<file path="src/rtl/ex_fp_sequencer_pkg.sv">
// Shared encodings for the EX-stage FP sequencer: FSM states, latency classes,
// FPU op-select / operand-A codes and the RISC-V FP opcode fields it decodes.
package ex_fp_sequencer_pkg;

   typedef enum logic [1:0] {
      SEQ_IDLE = 2'd0,
      SEQ_REQ  = 2'd1,
      SEQ_WAIT = 2'd2,
      SEQ_DONE = 2'd3
   } seq_state_t;

   localparam logic [1:0] LATC_ADD  = 2'd0;
   localparam logic [1:0] LATC_MADD = 2'd1;
   localparam logic [1:0] LATC_CVT  = 2'd2;
   localparam logic [1:0] LATC_MISC = 2'd3;

   localparam logic [2:0] FPU_ADD  = 3'd0;
   localparam logic [2:0] FPU_SGNJ = 3'd1;
   localparam logic [2:0] FPU_MVXW = 3'd2;
   localparam logic [2:0] FPU_MVWX = 3'd3;
   localparam logic [2:0] FPU_CVT  = 3'd4;
   localparam logic [2:0] FPU_MADD = 3'd5;
   localparam logic [2:0] FPU_LW   = 3'd6;
   localparam logic [2:0] FPU_SW   = 3'd7;

   // Operand A comes from the FP register file or the integer path (x-reg / load data).
   localparam logic FP_A_FREG = 1'b0;
   localparam logic FP_A_XREG = 1'b1;

   localparam logic [6:0] OPC_OP_FP    = 7'b1010011;
   localparam logic [6:0] OPC_MADD     = 7'b1000011;
   localparam logic [6:0] OPC_LOAD_FP  = 7'b0000111;
   localparam logic [6:0] OPC_STORE_FP = 7'b0100111;

   localparam logic [6:0] F7_FADD     = 7'b0000000;
   localparam logic [6:0] F7_FSGNJ    = 7'b0010000;
   localparam logic [6:0] F7_FMV_X_W  = 7'b1110000;
   localparam logic [6:0] F7_FMV_W_X  = 7'b1111000;
   localparam logic [6:0] F7_FCVT_S_W = 7'b1101000;

endpackage

</file>
<file path="src/rtl/ex_fp_sequencer_decode.sv">
// Combinational decode of the EX instruction into FP-op attributes.
module fp_op_decode
   import ex_fp_sequencer_pkg::*;
(
   input  logic [31:0] inst,
   output logic        is_fp,
   output logic [2:0]  fpusel,
   output logic        fpa_sel,
   output logic [1:0]  lat_class
);

   logic [6:0] opcode;
   logic [6:0] funct7;
   logic [4:0] rs2;
   logic [2:0] funct3;
   logic [1:0] fmt;
   logic       unused_fields;

   assign opcode        = inst[6:0];
   assign funct7        = inst[31:25];
   assign rs2           = inst[24:20];
   assign funct3        = inst[14:12];
   assign fmt           = inst[26:25];
   assign unused_fields = ^{inst[19:15], inst[11:7]};

   always_comb begin
      is_fp     = 1'b0;
      fpusel    = FPU_ADD;
      fpa_sel   = FP_A_FREG;
      lat_class = LATC_MISC;
      case (opcode)
         OPC_OP_FP: begin
            case (funct7)
               F7_FADD: begin
                  is_fp     = 1'b1;
                  fpusel    = FPU_ADD;
                  lat_class = LATC_ADD;
               end
               F7_FSGNJ: if (funct3 == 3'b000 || funct3 == 3'b001 || funct3 == 3'b010) begin
                  is_fp  = 1'b1;
                  fpusel = FPU_SGNJ;
               end
               F7_FMV_X_W: if (rs2 == 5'd0 && funct3 == 3'b000) begin
                  is_fp  = 1'b1;
                  fpusel = FPU_MVXW;
               end
               F7_FMV_W_X: if (rs2 == 5'd0 && funct3 == 3'b000) begin
                  is_fp   = 1'b1;
                  fpusel  = FPU_MVWX;
                  fpa_sel = FP_A_XREG;
               end
               F7_FCVT_S_W: if (rs2 == 5'd0) begin
                  is_fp     = 1'b1;
                  fpusel    = FPU_CVT;
                  fpa_sel   = FP_A_XREG;
                  lat_class = LATC_CVT;
               end
               default: ;
            endcase
         end
         OPC_MADD: if (fmt == 2'b00) begin
            is_fp     = 1'b1;
            fpusel    = FPU_MADD;
            lat_class = LATC_MADD;
         end
         OPC_LOAD_FP: if (funct3 == 3'b010) begin
            is_fp   = 1'b1;
            fpusel  = FPU_LW;
            fpa_sel = FP_A_XREG;
         end
         OPC_STORE_FP: if (funct3 == 3'b010) begin
            is_fp  = 1'b1;
            fpusel = FPU_SW;
         end
         default: ;
      endcase
   end

endmodule

</file>
<file path="src/rtl/ex_fp_sequencer.sv">
// EX-stage FP sequencer: issues one FPU request per FP instruction, stalls EX until
// completion (fixed latency or response handshake with watchdog), cancels on flush.
module ex_fp_sequencer
   import ex_fp_sequencer_pkg::*;
#(
   parameter bit FIXED_LAT = 1'b1,
   parameter int LAT_ADD   = 3,
   parameter int LAT_MADD  = 5,
   parameter int LAT_CVT   = 2,
   parameter int LAT_MISC  = 1,
   parameter int TIMEOUT   = 16,
   parameter int CNT_W     = 5
) (
   input  logic        clk,
   input  logic        rst,
   input  logic [31:0] inst,
   input  logic        ex_new,
   input  logic        flush,
   input  logic        fpu_ready,
   input  logic        fpu_resp_valid,
   output logic        fpu_valid,
   output logic [2:0]  fpusel,
   output logic        fpa_sel,
   output logic        fp_stall,
   output logic        fp_result_valid,
   output logic        fpu_kill,
   output logic        timeout_err
);

   logic             is_fp;
   logic [2:0]       dec_sel;
   logic             dec_asel;
   logic [1:0]       dec_lat;
   logic [1:0]       lat_q;
   logic [CNT_W-1:0] lat_cnt;
   logic [CNT_W-1:0] cnt;
   logic             busy;
   logic             issue;
   seq_state_t       state;

   fp_op_decode u_decode (
      .inst      (inst),
      .is_fp     (is_fp),
      .fpusel    (dec_sel),
      .fpa_sel   (dec_asel),
      .lat_class (dec_lat)
   );

   assign issue    = ex_new & is_fp & ~flush;
   // busy mirrors REQ|WAIT as a register; rst gates the combinational issue term too.
   assign fp_stall = ~rst & (busy | issue);

   always_comb begin
      case (lat_q)
         LATC_ADD:  lat_cnt = CNT_W'(LAT_ADD);
         LATC_MADD: lat_cnt = CNT_W'(LAT_MADD);
         LATC_CVT:  lat_cnt = CNT_W'(LAT_CVT);
         default:   lat_cnt = CNT_W'(LAT_MISC);
      endcase
   end

   always_ff @(posedge clk or posedge rst) begin
      if (rst) begin
         state           <= SEQ_IDLE;
         cnt             <= '0;
         fpusel          <= '0;
         fpa_sel         <= 1'b0;
         lat_q           <= LATC_ADD;
         fpu_valid       <= 1'b0;
         busy            <= 1'b0;
         fp_result_valid <= 1'b0;
         fpu_kill        <= 1'b0;
         timeout_err     <= 1'b0;
      end else begin
         fpu_valid       <= 1'b0;
         busy            <= 1'b0;
         fp_result_valid <= 1'b0;
         fpu_kill        <= 1'b0;
         case (state)
            SEQ_IDLE, SEQ_DONE: begin
               if (issue) begin
                  state     <= SEQ_REQ;
                  fpusel    <= dec_sel;
                  fpa_sel   <= dec_asel;
                  lat_q     <= dec_lat;
                  fpu_valid <= 1'b1;
                  busy      <= 1'b1;
               end else begin
                  state <= SEQ_IDLE;
               end
            end
            SEQ_REQ: begin
               if (flush) begin
                  state    <= SEQ_IDLE;
                  fpu_kill <= 1'b1;
               end else if (fpu_ready) begin
                  state <= SEQ_WAIT;
                  cnt   <= FIXED_LAT ? lat_cnt : CNT_W'(TIMEOUT);
                  busy  <= 1'b1;
               end else begin
                  fpu_valid <= 1'b1;
                  busy      <= 1'b1;
               end
            end
            SEQ_WAIT: begin
               // Flush outranks a same-cycle response or expiry.
               if (flush) begin
                  state    <= SEQ_IDLE;
                  fpu_kill <= 1'b1;
                  cnt      <= '0;
               end else if (!FIXED_LAT && fpu_resp_valid) begin
                  state           <= SEQ_DONE;
                  fp_result_valid <= 1'b1;
                  cnt             <= '0;
               end else if (cnt == CNT_W'(1)) begin
                  state           <= SEQ_DONE;
                  fp_result_valid <= 1'b1;
                  cnt             <= '0;
                  if (!FIXED_LAT) timeout_err <= 1'b1;
               end else begin
                  busy <= 1'b1;
                  if (cnt != '0) cnt <= cnt - CNT_W'(1);
               end
            end
            default: state <= SEQ_IDLE;
         endcase
      end
   end

   // A zero latency would leave WAIT with nothing to count down.
   assert property (@(posedge clk) disable iff (rst) (state == SEQ_WAIT) |-> (cnt != '0));

endmodule

</file>
<file path="config.mk">
export PLATFORM = sky130hd
export DESIGN_NAME = ex_fp_sequencer
export DESIGN_NICKNAME = d
export VERILOG_FILES = /design/src/rtl/ex_fp_sequencer_pkg.sv /design/src/rtl/ex_fp_sequencer_decode.sv /design/src/rtl/ex_fp_sequencer.sv
export SDC_FILE = /design/constraint.sdc
export NUM_CORES = 1
export LEC_CHECK = 0
export CAP_MARGIN = 20
export CORE_UTILIZATION = 44
export CTS_CLUSTER_SIZE = 30
export DETAILED_ROUTE_END_ITERATION = 10
export GPL_ROUTABILITY_DRIVEN = 0
export PLACE_DENSITY = 0.8
export SLEW_MARGIN = 20
export SYNTH_ARGS = -nofsm -noshare
export SYNTH_HDL_FRONTEND = slang
export SYNTH_HIERARCHICAL = 1
export SYNTH_SLANG_ARGS = --single-unit
</file>
<file path="constraint.sdc">
create_clock -name clk -period 3.2 [get_ports clk]
set_input_delay 0.64 -clock clk [delete_from_list [all_inputs] [get_ports clk]]
set_output_delay 0.64 -clock clk [all_outputs]
set_load 0.05 [all_outputs]
</file>
==> impl.org, run 1 <==
** Global routing
- Vias in the first global route :: 1181
- The number of antenna violations at the first check in global routing was 0.
- Entering global routing, the biggest net connects 18 pins.
- After global routing the overflow that remains totals 0.
- Global-route wire length before repair :: 4892 um
- GRT Resource Usage Total :: 22.74%

** Yosys
- Cell Area, Synth :: 0.001245 sq mm
- Syn_area_per_cell :: 9.360 sq um
- Among all cell types in the netlist, the one instantiated most often is sky130_fd_sc_hd__dfrtp_1.
- Cell types with the highest counts after synthesis :: sky130_fd_sc_hd__dfrtp_1 (17), sky130_fd_sc_hd__nor2_1 (10), sky130_fd_sc_hd__nand2_1 (9)
- Post-Syn Nets :: 176
- Yosys printed 8 warnings.
- Sorting the synthesized cells by area gives the leading types as sky130_fd_sc_hd__dfrtp_1 (34%), sky130_fd_sc_hd__mux2_2 (5.4%), sky130_fd_sc_hd__ha_1 (5.0%).
- Flip-flop cell with the highest count after synthesis :: sky130_fd_sc_hd__dfrtp_1
- Top cell type by total area after synthesis :: sky130_fd_sc_hd__dfrtp_1
- In this run, synthesis inferred 0 flip-flops with an integrated enable.
- Post-synthesis sequential area ratio :: 34.17%
- The number of different library cells used by synthesis comes to 50.
- Instance count of the mapped netlist :: 133
- Share of async-settable or async-resettable flops after synthesis :: 100.0%
- Synthesis-stage register bit count :: 17
- The synthesized design devotes to its leading area cell type 34.17% of total area.

** STA
- Static timing analysis puts the maximum clock frequency at 318.4 MHz.
- Relative slew slack :: 52.00%
- Unrepaired setup endpoints after global routing :: true
- Final Critical Period :: 3.141 ns
- At the pin with the least slew margin, the transition time is 0.7100 ns.
- Final setup violating endpoints :: 0
- Count of final hold-check violations :: 0
- Between clock sinks in the finished design, the worst skew comes to 0.0006863 ns.
- The final max-slew violation count was 0.
- Of the available clock period, the critical path in the final layout requires 98.14%.

** Route
- Using the TritonRoute via totals, the vias-per-cell ratio works out to 5.763.
- Once detail routing completed, the nets flagged for antenna violations numbered 0.
- Detailed routing inserted a total of 1216 vias.
- After the first detailed-routing iteration, the DRC count stood at 25.
- TritonRoute pass-1 iters :: 4
- DRC violation count after routing :: 0
- Dividing the detail-routed wire length by the instance count gives 14.43 um.
- For this block, the routed nets add up to 3044 um of wire.

** Setup path
- Register-to-register setup slack :: 1.24 ns
- Along the worst path, the maximum fanout reaches 3.
- Crit path kind :: primary input to primary output
- Worst r2r src :: state[0]
- The worst setup path is launched from a primary input.
- Critical path endpoint category :: primary output
- Endpoint arrival time on the critical path :: 2.50 ns
- Worst reg2reg path endpoint :: cnt[1]
- For the worst flop-to-flop path, the logic depth is 5.
- Data required, critical path :: 2.56 ns

** Layout
- Antenna diode count :: 0
- Cells fill 68.47% of the core in the end.
- Net count of the finished layout :: 225
- The layout has 213 filler cells.
- The post-route netlist has 24.31% of its cells at a drive strength greater than 1.
- Relative to the synthesized area, the layout overhead comes to 41.21%.

** Min path
- The startpoint identified for the worst hold timing path is fpusel[2].
- The worst hold path terminates at fpusel[2].
- Worst hold path class :: flip-flop to flip-flop
- Min-Delay Path Depth :: 1

** Die
- Pin placement for this block handled 47 I/O pins.
- Std cell rows :: 18
- For this configuration, the core starts out at a cell density of 48.49%.
- The floorplan step set the die height to 55.19 um.
- In this run the standard cell core region covers 0.002567 sq mm.
- Die area :: 0.003046 sq mm
- Measured along the x axis, the die boundary spans 55.19 um.

** Run status
- Outcome :: finished, final reports clean

** Job
- Max-cap violations in this run came to 0.

** Placement
- DP HPWL :: 2362 um
- Port buffering added 34 buffers.

** Clock tree
- Clock Sinks :: 17
- The cell sitting at the root of the clock tree is a sky130_fd_sc_hd__clkbuf_4.
- CTS built an H-tree with a depth of 1.
- Total CTS buffers :: 3
- TritonCTS built the clock tree.
- Number of buffers on the longest clock path :: 2
- At the later pin of the worst-skew pair, clock insertion delay measures 0.29 ns.
- After clock tree synthesis, the clock-pin slew on the worst setup and hold paths is 0.10 ns.
- Hold repair after CTS inserted 0 buffers.

** Power
- Summed over all cells, the static leakage comes to 0.7519 nW.
- Worst supply voltage drop on vdd :: 0.2064 mV
- Total Power Consumption :: 0.4397 mW
- In this run the power density over the cells is 250.1 mW/mm^2.
[power breakdown]
part	internal [mW]	leakage [nW]	total [mW]	switching [mW]
logic	0.0566	0.501	0.102	0.0459
clock network	0.0485	0.0150	0.115	0.0667
registers	0.218	0.235	0.222	0.00367
[through the flow]
step | instances | setup WS, ns | cell area (sq um) | hold WS (ns) | TNS, ns
after floorplan | 133 | 0.1778 | 1247 | 0.4913 | 0
after CTS | 211 | -0.05556 | 1743 | 0.5190 | -0.05556
after global routing | 211 | -0.01033 | 1758 | 0.5233 | -0.01033
final | 211 | 0.05937 | 1758 | 0.5178 | 0
after detailed placement | 203 | -0.2884 | 1692 | 0.4968 | -0.5580
after global placement | 203 | -0.2541 | 1692 | 0.4885 | -0.2541
[what timing repair did]
| action | in CTS | in global routing |
|---|---|---|
| pin swaps | 13 | 8 |
| gates resized for setup | 22 | 5 |
| setup endpoints to repair | 1 | 1 |
| setup buffers | 4 | 1 |
[cell families (layout without fill, tap and decap cells)]
group	after synthesis	count (layout)	share of synthesized area (%)
AND/OR/NAND/NOR	56	56	29.05
AO/OA/AOI/OAI	33	33	19.70
flip-flops	17	17	34.17
buffers and inverters	14	62	5.126
multiplexers	7	7	6.632
adder cells (fa/ha/maj)	5	5	5.025
other	1	1	0.3012
[routing by layer]
metal  wire length, um  global-route usage (%)
met4                76                   15.00
met1              1281                   24.55
met3               154                   3.552
met2              1531                   40.56
met5                 0                       0
[flip-flops by register name (all words and copies together), names as in the netlist]
register,count
fpusel,3
fpa_sel,1
fpu_valid,1
busy,1
fp_result_valid,1
lat_q,2
fpu_kill,1
state,2
cnt,5
[placed cells by master (no fill, tap or decap), types with 4 or more instances in the layout]
master                             n
sky130_fd_sc_hd__dlygate4sd2_1     7
sky130_fd_sc_hd__nor2_1            7
sky130_fd_sc_hd__clkdlybuf4s50_1  22
sky130_fd_sc_hd__buf_4            16
sky130_fd_sc_hd__nor2b_1           5
sky130_fd_sc_hd__mux2_2            6
sky130_fd_sc_hd__a21oi_1           4
sky130_fd_sc_hd__nand2_1           9
sky130_fd_sc_hd__dfrtp_1          17
sky130_fd_sc_hd__ha_1              5
sky130_fd_sc_hd__inv_1             8
[critical path: stages]
cell and delay, ns:
sky130_fd_sc_hd__buf_6 0.09, sky130_fd_sc_hd__or3_4 0.40, sky130_fd_sc_hd__and4bb_1 0.30, sky130_fd_sc_hd__a21oi_2 0.07
sky130_fd_sc_hd__o211a_1 0.23, sky130_fd_sc_hd__o31ai_2 0.21, sky130_fd_sc_hd__and3b_2 0.24, sky130_fd_sc_hd__nor2_2 0.05
sky130_fd_sc_hd__nor2_2 0.13, sky130_fd_sc_hd__buf_12 0.15
[final cells by class]
class | instances | area [sq um] | area share (%)
well taps | 30 | 37.54 | 2.135
inverters | 8 | 30.03 | 1.708
flip-flops and latches | 17 | 425.4 | 24.20
multi-input cells | 102 | 777.0 | 44.20
clock buffers | 4 | 26.28 | 1.495
repair buffers | 50 | 461.7 | 26.26
[how the worst max path moves through the flow]
stage                   from  endpoint  slack (ns)  cells after the start
finish              inst[25]  fp_stall        0.06                     10
global route        inst[13]  fp_stall       -0.01                      9
global placement    inst[26]  fp_stall       -0.25                     10
detailed placement  inst[26]  fp_stall       -0.29                     10
CTS                 inst[27]  fp_stall       -0.06                     10
floorplan           inst[26]  fp_stall        0.18                      8
No activity file was read; power rests on OpenSTA's default activity.
==> run 2: changes to the inputs <==
- CORE_UTILIZATION: 44 -> 30
- PLACE_DENSITY: 0.8 -> unset
- REMOVE_ABC_BUFFERS: unset -> 1
==> impl.org, run 2 (synthesis results as in run 1) <==
** STA
- Headroom to the max-slew limit came out at 48.43%.
- Fmax :: 318.4 MHz
- Final-report max-slew violation count :: 0
- Setup violations remaining at the end of the flow were counted as 0.
- Unrepaired setup endpoints after global routing :: true
- At the pin with the least slew margin, the transition time is 0.7628 ns.
- Final Critical Period :: 3.141 ns
- Final Skew :: 0.003308 ns
- Final-layout setup total negative slack :: 0 ns
- Period utilisation layout :: 98.15%
- The hold violation total from the final report was 0.

** Global routing
- Antenna violations before repair :: 0
- Total grt overflow :: 0
- The via count of the first global-routing pass is 1136.
- Pin count of the biggest net entering global routing :: 18
- Across every metal layer, demand over resource in global routing totals 14.19%.
- Global-route wire length before repair :: 4892 um

** Die
- Core area :: 0.004000 sq mm
- Measured along the y axis, the die boundary spans 66.42 um.
- The die covers 0.004412 sq mm.
- Horiz. Die Dim :: 66.42 um
- After floorplanning, the core was divided into 23 placement rows.
- Top Ports :: 47
- Initial cell density of the core :: 31.12%

** Setup path
- The setup check on the worst reg-to-reg path leaves a slack of 1.24 ns.
- Worst r2r src :: state[0]
- Number of buffer and inverter instances along the worst setup path :: 2
- Cell class contributing the biggest share of worst-path delay :: simple AND/OR/NAND/NOR gates
- Crit path kind :: primary input to primary output
- Kind of start point of the critical path :: primary input
- Critical path endpoint category :: primary output
- Worst path max stage delay :: 0.41 ns
- Largest fanout on the critical path :: 3
- Data required, critical path :: 2.56 ns
- Critical-path cell list :: buf_6 -> or3_4 -> and4bb_1 -> a21oi_2 -> o211a_1 -> o31ai_2 -> and3b_2 -> nor2_2 -> nor2_2 -> buf_12
- Path depth of the worst reg2reg path :: 5
- Standard cell with the maximum stage delay on the critical path :: sky130_fd_sc_hd__or3_4
- The worst register-to-register path ends at cnt[1].
- Dominant cell type by count on the critical path :: sky130_fd_sc_hd__nor2_2
- Data on the critical path arrives at its endpoint at 2.50 ns.

** Min path
- For hold timing, the worst endpoint is fpa_sel.
- In this run the most critical hold path is launched from fpa_sel.
- Along the worst hold path, the cell count comes to 1.
- The worst hold path belongs to the class flip-flop to flip-flop.

** Power
- Of the total power, combinational logic draws 21.0%.
- Worst supply voltage drop on vdd :: 0.1294 mV
- Power per cell area :: 267.3 mW/mm^2
- Of the total power, the clock network draws 33.6%.
- Switching Share :: 26.17%
- Internal power consumption :: 0.3613 mW
- Of the total power, registers draw 45.4%.
- Summed over all cells, the static leakage comes to 0.7957 nW.
- P_sw :: 0.1281 mW

** Clock tree
- Number of buffers on the longest clock path :: 2
- Total CTS buffers :: 3
- CTS placed an instance of sky130_fd_sc_hd__clkbuf_8 at the clock tree root.
- Clock Sinks :: 17
- In this run the number of H-tree levels came out at 1.
- The clock reaches the later pin of the worst-skew pair after 0.25 ns.
- Clock slew at the register clock pins of the worst setup and hold paths :: 0.07 ns
- Clock tree from TritonCTS :: yes
- Buffers inserted to repair hold after CTS numbered 0.

** Layout
- Antenna diode count :: 0
- Share of layout cells above drive strength 1 :: 25.00%
- Compared with the post-synthesis result, the final layout area differs by 47.04%.
- Final Core Density :: 45.76%
- For this run, the post-layout net count is 228.
- The register with the most flip-flops in the layout has 5 of them.
- The register with the most flip-flops in the final layout is cnt.
- Most used cells in the layout excluding fill and tap cells :: sky130_fd_sc_hd__clkdlybuf4s50_1 (24), sky130_fd_sc_hd__buf_4 (19), sky130_fd_sc_hd__dfrtp_1 (17), sky130_fd_sc_hd__nand2_1 (9), sky130_fd_sc_hd__inv_1 (8)
- Commonest non-fill, non-tap cell in the layout :: sky130_fd_sc_hd__clkdlybuf4s50_1
- The largest registers in the layout are cnt x5, fpusel x3.

** Route
- Routed vias/inst :: 5.244
- The detailed router placed 1227 vias in this run.
- Post-Route WL :: 3124 um
- The first routing iteration left 130 violations.
- Routed wire length per instance :: 13.35 um
- TritonRoute pass-1 iters :: 4
- In this run the remaining antenna-violating nets after routing total 0.
- In the routed design, unresolved DRC markers number 0.

** Job
- Number of max-cap violations :: 0

** Placement
- DP HPWL :: 2365 um
- In this run the tool buffered the top-level ports with 34 buffer cells.

** Run status
- The run finished with clean final reports.
run 2: cell type report:
class | instances | area (sq um)
Fill cell | 382 | 2170
Multi-Input combinational cell | 102 | 768.2
Timing Repair Buffer | 53 | 498.0
Sequential cell | 17 | 425.4
Tap cell | 50 | 62.56
Clock buffer | 3 | 41.29
Inverter | 8 | 30.03
Clock inverter | 1 | 5.005
run 2: repair_timing:
| item | CTS | global route |
|---|---|---|
| endpoints found under the setup margin | 1 | 1 |
| resized for setup | 17 | 7 |
| setup buffers | 2 | 4 |
| pin swaps | 10 | 10 |
run 2: power groups by stage:
| stage | Combinational (mW) | Sequential [mW] | Clock, mW |
|---|---|---|---|
| after floorplan | 0.0443 | 0.225 | 0 |
| after global placement | 0.0982 | 0.226 | 0 |
| after detailed placement | 0.101 | 0.226 | 0 |
| after CTS | 0.102 | 0.222 | 0.168 |
| after global routing | 0.111 | 0.223 | 0.178 |
| final | 0.103 | 0.222 | 0.164 |
run 2: worst max-delay path by stage:
stage | end | start | cells after the start
finish | fp_stall | inst[25] | 10
detailed placement | fp_stall | inst[26] | 10
global route | fp_stall | inst[24] | 10
global placement | fp_stall | inst[26] | 10
floorplan | fp_stall | inst[26] | 8
CTS | fp_stall | inst[27] | 10
run 2: metal layers:
metal  routed length (um)  global-route usage, %  up-vias  share of wire [%]
met3                  121                  1.552        4                3.9
met4                   29                  3.989        0               0.93
met5                    0                      0        -                  0
met2                 1634                  26.66       40                 52
met1                 1338                  16.72      585                 43
li1                     -                      -      598                  -
run 2: through the flow:
| stage | hold slack (ns) | worst slack, ns | std cells | instance area [sq um] | total power [mW] |
|---|---|---|---|---|---|
| detailed placement | 0.4981 | -0.3537 | 224 | 1722 | 0.3278 |
| global placement | 0.4919 | -0.3054 | 224 | 1722 | 0.3242 |
| CTS | 0.5153 | -0.1294 | 230 | 1784 | 0.4913 |
| finish | 0.5106 | 0.05904 | 234 | 1831 | 0.4893 |
| floorplan | 0.4913 | -0.05001 | 127 | 1211 | 0.2698 |
| global route | 0.5355 | -0.02945 | 234 | 1831 | 0.5121 |
==> run 3: changes to the inputs <==
- CTS_CLUSTER_DIAMETER: unset -> 40
==> results of run 3 <==
Final layout, timing and power as in run 2 (identical DEF).
